### src/rtl/switch_control_rr_pkg.sv
// Shared constants, port indices, routing algorithm codes and controller
// state type for the Phoenix switch controller.
package switch_control_rr_pkg;

  localparam int unsigned TAM_FLIT   = 16;
  localparam int unsigned METADEFLIT = TAM_FLIT / 2;
  localparam int unsigned NPORT      = 5;
  localparam int unsigned PIDX_W     = 3;

  localparam int unsigned EAST  = 0;
  localparam int unsigned WEST  = 1;
  localparam int unsigned NORTH = 2;
  localparam int unsigned SOUTH = 3;
  localparam int unsigned LOCAL = 4;

  localparam int unsigned ALGO_XY = 0;
  localparam int unsigned ALGO_YX = 1;
  localparam int unsigned ALGO_WF = 2;

  typedef enum logic [1:0] {
    S_IDLE,
    S_ARB,
    S_ROUTE,
    S_GRANT
  } state_t;

  function automatic logic [NPORT-1:0] port_onehot(input logic [PIDX_W-1:0] idx);
    port_onehot      = '0;
    port_onehot[idx] = 1'b1;
  endfunction

endpackage

### src/rtl/switch_control_rr_route_calc.sv
// Combinational route computation: builds the candidate output set for the
// selected algorithm and returns the first free candidate as a one-hot target.
module route_calc
  import switch_control_rr_pkg::*;
#(
  parameter int unsigned        FLIT_W  = TAM_FLIT,
  parameter logic [FLIT_W-1:0]  ADDRESS = 'h0101,
  parameter int unsigned        ALGO    = ALGO_XY
) (
  input  logic [FLIT_W-1:0] dest,
  input  logic [NPORT-1:0]  out_busy,
  output logic [NPORT-1:0]  target,
  output logic              valid
);

  localparam int unsigned       CW = FLIT_W / 2;
  localparam logic [CW-1:0]     LX = ADDRESS[FLIT_W-1:CW];
  localparam logic [CW-1:0]     LY = ADDRESS[CW-1:0];

  logic [CW-1:0]    w_dx;
  logic [CW-1:0]    w_dy;
  logic             w_east;
  logic             w_west;
  logic             w_north;
  logic             w_south;
  logic [NPORT-1:0] w_cand;
  logic [NPORT-1:0] w_free;

  assign w_dx    = dest[FLIT_W-1:CW];
  assign w_dy    = dest[CW-1:0];
  assign w_east  = w_dx > LX;
  assign w_west  = w_dx < LX;
  assign w_north = w_dy > LY;
  assign w_south = w_dy < LY;

  always_comb begin
    w_cand = '0;
    if (ALGO == ALGO_WF) begin
      if (w_west) begin
        w_cand[WEST] = 1'b1;
      end else if (!(w_east || w_north || w_south)) begin
        w_cand[LOCAL] = 1'b1;
      end else begin
        w_cand[EAST]  = w_east;
        w_cand[NORTH] = w_north;
        w_cand[SOUTH] = w_south;
      end
    end else if (ALGO == ALGO_YX) begin
      if (w_south)      w_cand[SOUTH] = 1'b1;
      else if (w_north) w_cand[NORTH] = 1'b1;
      else if (w_east)  w_cand[EAST]  = 1'b1;
      else if (w_west)  w_cand[WEST]  = 1'b1;
      else              w_cand[LOCAL] = 1'b1;
    end else begin
      if (w_east)       w_cand[EAST]  = 1'b1;
      else if (w_west)  w_cand[WEST]  = 1'b1;
      else if (w_south) w_cand[SOUTH] = 1'b1;
      else if (w_north) w_cand[NORTH] = 1'b1;
      else              w_cand[LOCAL] = 1'b1;
    end
  end

  // XY/YX yield a single candidate, so the E,N,S priority only matters for west-first
  always_comb begin
    w_free = w_cand & ~out_busy;
    target = '0;
    if (w_free[EAST])       target[EAST]  = 1'b1;
    else if (w_free[NORTH]) target[NORTH] = 1'b1;
    else if (w_free[SOUTH]) target[SOUTH] = 1'b1;
    else if (w_free[WEST])  target[WEST]  = 1'b1;
    else if (w_free[LOCAL]) target[LOCAL] = 1'b1;
    valid = |w_free;
  end

endmodule

### src/rtl/switch_control_rr.sv
// Phoenix NoC switch controller: round-robin header arbitration, route
// computation and output allocation held until the owning input releases.
module switch_control_rr
  import switch_control_rr_pkg::*;
#(
  parameter int unsigned       FLIT_W  = TAM_FLIT,
  parameter logic [FLIT_W-1:0] ADDRESS = 'h0101,
  parameter int unsigned       ALGO    = ALGO_XY
) (
  input  logic                      clock,
  input  logic                      reset,
  input  logic [NPORT-1:0]          h,
  input  logic [NPORT*FLIT_W-1:0]   data_in,
  input  logic [NPORT-1:0]          release_in,
  output logic [NPORT-1:0]          ack_h,
  output logic [NPORT-1:0]          out_busy,
  output logic [NPORT*PIDX_W-1:0]   out_src,
  output logic [NPORT-1:0]          in_busy
);

  state_t              r_state;
  state_t              w_next;
  logic [PIDX_W-1:0]   r_last;
  logic [PIDX_W-1:0]   r_sel;
  logic [FLIT_W-1:0]   r_dest;
  logic [NPORT-1:0]    r_target;
  logic [NPORT-1:0]    r_out_busy;
  logic [NPORT-1:0]    r_in_busy;
  logic [PIDX_W-1:0]   r_out_src [NPORT];

  logic [NPORT-1:0]    w_elig;
  logic [PIDX_W-1:0]   w_scan;
  logic [PIDX_W-1:0]   w_arb_sel;
  logic                w_arb_found;
  logic [NPORT-1:0]    w_rt_target;
  logic                w_rt_valid;

  assign w_elig = h & ~r_in_busy;

  always_comb begin
    w_arb_found = 1'b0;
    w_arb_sel   = '0;
    w_scan      = '0;
    for (int unsigned k = 1; k <= NPORT; k++) begin
      w_scan = PIDX_W'((32'(r_last) + k) % NPORT);
      if (!w_arb_found && w_elig[w_scan]) begin
        w_arb_found = 1'b1;
        w_arb_sel   = w_scan;
      end
    end
  end

  route_calc #(
    .FLIT_W  (FLIT_W),
    .ADDRESS (ADDRESS),
    .ALGO    (ALGO)
  ) u_route (
    .dest     (r_dest),
    .out_busy (r_out_busy),
    .target   (w_rt_target),
    .valid    (w_rt_valid)
  );

  always_ff @(posedge clock) begin
    if (reset) r_state <= S_IDLE;
    else       r_state <= w_next;
  end

  always_comb begin
    w_next = r_state;
    ack_h  = '0;
    case (r_state)
      S_IDLE:  if (|w_elig) w_next = S_ARB;
      S_ARB:   w_next = w_arb_found ? S_ROUTE : S_IDLE;
      S_ROUTE: w_next = w_rt_valid ? S_GRANT : S_IDLE;
      S_GRANT: begin
        ack_h  = port_onehot(r_sel);
        w_next = S_IDLE;
      end
      default: w_next = S_IDLE;
    endcase
  end

  // Releases are applied before the grant so a grant always wins on shared
  // bits; the target was chosen from pre-release busy flags, so no output
  // can be released and granted together.
  always_ff @(posedge clock) begin
    if (reset) begin
      r_last     <= PIDX_W'(LOCAL);
      r_sel      <= '0;
      r_dest     <= '0;
      r_target   <= '0;
      r_out_busy <= '0;
      r_in_busy  <= '0;
      for (int unsigned o = 0; o < NPORT; o++) r_out_src[o] <= '0;
    end else begin
      for (int unsigned o = 0; o < NPORT; o++) begin
        if (r_out_busy[o] && release_in[r_out_src[o]] && r_in_busy[r_out_src[o]])
          r_out_busy[o] <= 1'b0;
      end
      for (int unsigned i = 0; i < NPORT; i++) begin
        if (release_in[i]) r_in_busy[i] <= 1'b0;
      end
      if (r_state == S_ARB && w_arb_found) begin
        r_sel  <= w_arb_sel;
        r_last <= w_arb_sel;
        r_dest <= data_in[w_arb_sel*FLIT_W +: FLIT_W];
      end
      if (r_state == S_ROUTE) r_target <= w_rt_target;
      if (r_state == S_GRANT) begin
        for (int unsigned o = 0; o < NPORT; o++) begin
          if (r_target[o]) begin
            r_out_busy[o] <= 1'b1;
            r_out_src[o]  <= r_sel;
          end
        end
        r_in_busy[r_sel] <= 1'b1;
      end
    end
  end

  assign out_busy = r_out_busy;
  assign in_busy  = r_in_busy;

  always_comb begin
    out_src = '0;
    for (int unsigned o = 0; o < NPORT; o++) out_src[o*PIDX_W +: PIDX_W] = r_out_src[o];
  end

endmodule

### config.mk
export PLATFORM = sky130hd
export DESIGN_NAME = switch_control_rr
export DESIGN_NICKNAME = d
export VERILOG_FILES = /design/src/rtl/switch_control_rr_pkg.sv /design/src/rtl/switch_control_rr_route_calc.sv /design/src/rtl/switch_control_rr.sv
export SDC_FILE = /design/constraint.sdc
export NUM_CORES = 1
export LEC_CHECK = 0
export ABC_CLOCK_PERIOD_IN_PS = 8200
export CAP_MARGIN = 40
export CELL_PAD_IN_SITES_DETAIL_PLACEMENT = 0
export CELL_PAD_IN_SITES_GLOBAL_PLACEMENT = 1
export CORE_MARGIN = 10
export CORE_UTILIZATION = 41
export DETAILED_ROUTE_END_ITERATION = 6
export PLACE_DENSITY = 0.87
export SYNTH_ARGS = -nofsm -noshare
export SYNTH_HDL_FRONTEND = slang
export SYNTH_HIERARCHICAL = 1
export SYNTH_SLANG_ARGS = --single-unit
### constraint.sdc
create_clock -name clock -period 8.2 [get_ports clock]
set_input_delay 1.64 -clock clock [delete_from_list [all_inputs] [get_ports clock]]
set_output_delay 1.64 -clock clock [all_outputs]
set_load 0.02 [all_outputs]
==> flow_summary.toml <==
[clock_tree]
cts_tree = "yes"
cts_root_buf = "clkbuf_16"
htree_num_levels = 2
cts_setup_buffers = 0
cts_hold_buf = 0
clock-sinks = 52
clockBufferDepth = 2
clock_latency_ns = 0.30
ctsResizeCount = 0
path_clk_slew_ns = 0.07
cts_buffers = 5

[setup_path]
end_kind = "flop"
worstSetupPathType = "flop to flop"
cp_max_fo = 33
worstPathRequired_ns = 8.37
worstPathArrival_ns = 6.18
start_kind = "flop"
ff2ff_setup_slack_ns = 2.19

[run_status]
status = "complete, no violations"

[power_and_ir_drop]
irDropWorstVdd_v = 0.0003640
p_total_mw = 3.444
powerDensity_mw_per_mm2 = 541.0
p_leak_nw = 2.416

[timing]
fmax_mhz = 166.3
finalSetupTns_ns = 0
drv_slew = 0
relSlewSlack = 0.5156
hold_violations = 0
period_minus_slack_ns = 6.012
tightest_slew_ns = 0.7243
rsz0062_at_grt = "no"
clock_skew_ns = 0.01132
finalSetupViolations = 0
finalCritPeriodShare = 0.7332

[global_route]
grt.overflow.total = 0
grt_max_degree = 38
antenna_found_initial = 0
grt_pass1_vias = 4787
grtUsageTotal = 0.1807
grt_pass1_wl_um = 24780

[place]
dp_hpwl_um = 12680
portBuffers = 121
dpl_cell_area_mm2 = 0.006222
place.gp.congestion = 0.9340

[synthesis]
yosysUniqueCellTypes = 100
synth_edf_count = 15
synth.avg_cell_area_um2 = 9.021
synth-async-reset-ratio = 0
syn_area_mm2 = 0.004989
synth.yosys.warnings = 6
ys_seq_area_frac = 0.2388
yosys_register_bits = 52
syn_nets = 669
syn_inst = 553
synthFlopType = "dfxtp_1"

[finish]
drive_gt1_frac = 0.1005
area_growth_pct = 27.59
fillers = 1099
fin_area_mm2 = 0.006365
antenna_cells = 0
fin_nets = 772

[floorplanning]
rows = 40
fp.dieW_um = 130.3
die_area_mm2 = 0.01698
die_h_um = 130.3
coreArea_mm2 = 0.01196
pin_count = 122
initial_utilization = 0.4171

[detailed_routing]
postRouteAntennaNets = 0
drt-total-wl_um = 15810
first_iter_violations = 412
vias_per_cell = 6.066
wire_per_inst_um = 19.66
routed-via-count = 4877
route.detailed.drc = 0
drtPass1Iterations = 7

[run]
cap_violations = 0

[hold_path]
hp-class = "flop to flop"
## cell families (layout without fill, tap and decap cells)
| logic type | after synthesis | count (layout) | share of synthesized area |
|---|---|---|---|
| adder cells (fa/ha/maj) | 24 | 24 | 0.06020 |
| XOR/XNOR | 8 | 8 | 0.02082 |
| multiplexers | 55 | 55 | 0.1257 |
| buffers and inverters | 54 | 158 | 0.05769 |
| AND/OR/NAND/NOR | 196 | 196 | 0.2190 |
| AO/OA/AOI/OAI | 164 | 164 | 0.2779 |
| flip-flops | 52 | 52 | 0.2388 |
## layout by cell type (no fill, tap or decap), drive strengths merged, types with 7 or more instances in the layout
master	n
o21ai	14
o21a	8
ha	24
a21oi	26
edfxtp	15
nor4	8
nor2	33
inv	25
nor2b	12
nand2	54
nor3b	7
dfxtp	37
a2bb2oi	17
nand2b	14
o211ai	29
nor3	19
mux2i	48
clkdlybuf4s50	121
xnor2	7
## metrics by stage
step	hold slack, ns	cells	util	setup WS [ns]
after floorplan	0.4440	553	-	3.348
after global placement	0.4681	796	0.5202	2.348
after detailed placement	0.4790	796	0.5202	2.223
after CTS	0.4926	804	0.5321	2.171
after global routing	0.5161	804	0.5321	1.659
final	0.4861	804	0.5321	2.188
## worst max-delay path, stage by stage, from the launching register on
cell and delay [ns]:
dfxtp_1 0.69, inv_2 0.32, ha_1 0.78, ha_1 0.34, nor3_1 0.09, o32ai_1 0.44
nor2_1 0.17, ha_1 0.40, nor2b_1 0.18, a22oi_1 0.31, a21o_1 0.16, a32oi_1 0.07
o32ai_2 0.36, a41oi_1 0.22, o311ai_4 0.26, buf_4 0.49, mux2i_1 0.25, a2bb2oi_1 0.18
o211ai_1 0.10
## area by class of cell
cell class,count,area (um2),share of cell area
clock buffers,6,128.9,0.02025
multi-input cells,447,3510,0.5514
well taps,147,183.9,0.02890
clock inverters,2,13.76,0.002162
repair buffers,125,1241,0.1950
flip-flops and latches,52,1191,0.1871
inverters,25,96.34,0.01514
## flip-flops by register name, summed over array words and instances (netlist names)
| name | cells |
|---|---|
| r_target | 5 |
| r_last | 3 |
| r_sel | 1 |
| r_dest | 16 |
| out_busy | 5 |
| in_busy | 5 |
| r_out_src | 15 |
| r_state | 2 |
## Yosys cell counts (14+ instances only)
| cell type | count | area share |
|---|---|---|
| nand2_1 | 52 | 0.039 |
| mux2i_1 | 48 | 0.096 |
| a21oi_1 | 23 | 0.023 |
| a2bb2oi_1 | 14 | 0.025 |
| nand2b_1 | 14 | 0.018 |
| inv_1 | 18 | 0.014 |
| nor3_1 | 18 | 0.018 |
| o211ai_1 | 26 | 0.039 |
| dfxtp_1 | 37 | 0.15 |
| edfxtp_1 | 15 | 0.090 |
| ha_1 | 24 | 0.060 |
| nor2_1 | 31 | 0.023 |
## power breakdown
part | internal [mW] | switching [mW]
Sequential | 0.305 | 0.0388
Combinational | 1.25 | 1.64
Clock | 0.114 | 0.0958
## path summary, 6_finish.rpt
check,from,end,cells after the start
min reg2reg,r_dest[3]$_SDFFE_PP0P_,r_dest[3]$_SDFFE_PP0P_,2
max reg2reg,r_last[1]$_SDFFE_PP0P_,r_dest[3]$_SDFFE_PP0P_,18
max,r_last[1]$_SDFFE_PP0P_,r_dest[3]$_SDFFE_PP0P_,18
min,r_dest[3]$_SDFFE_PP0P_,r_dest[3]$_SDFFE_PP0P_,2
## layer usage
metal	up-vias	part of all wire	GRT usage
met1	2308	0.42	0.2142
met5	-	0	0
li1	2338	-	-
met3	29	0.077	0.05598
met2	202	0.48	0.3025
met4	0	0.026	0.06151
No activity file was read; power rests on OpenSTA's default activity.
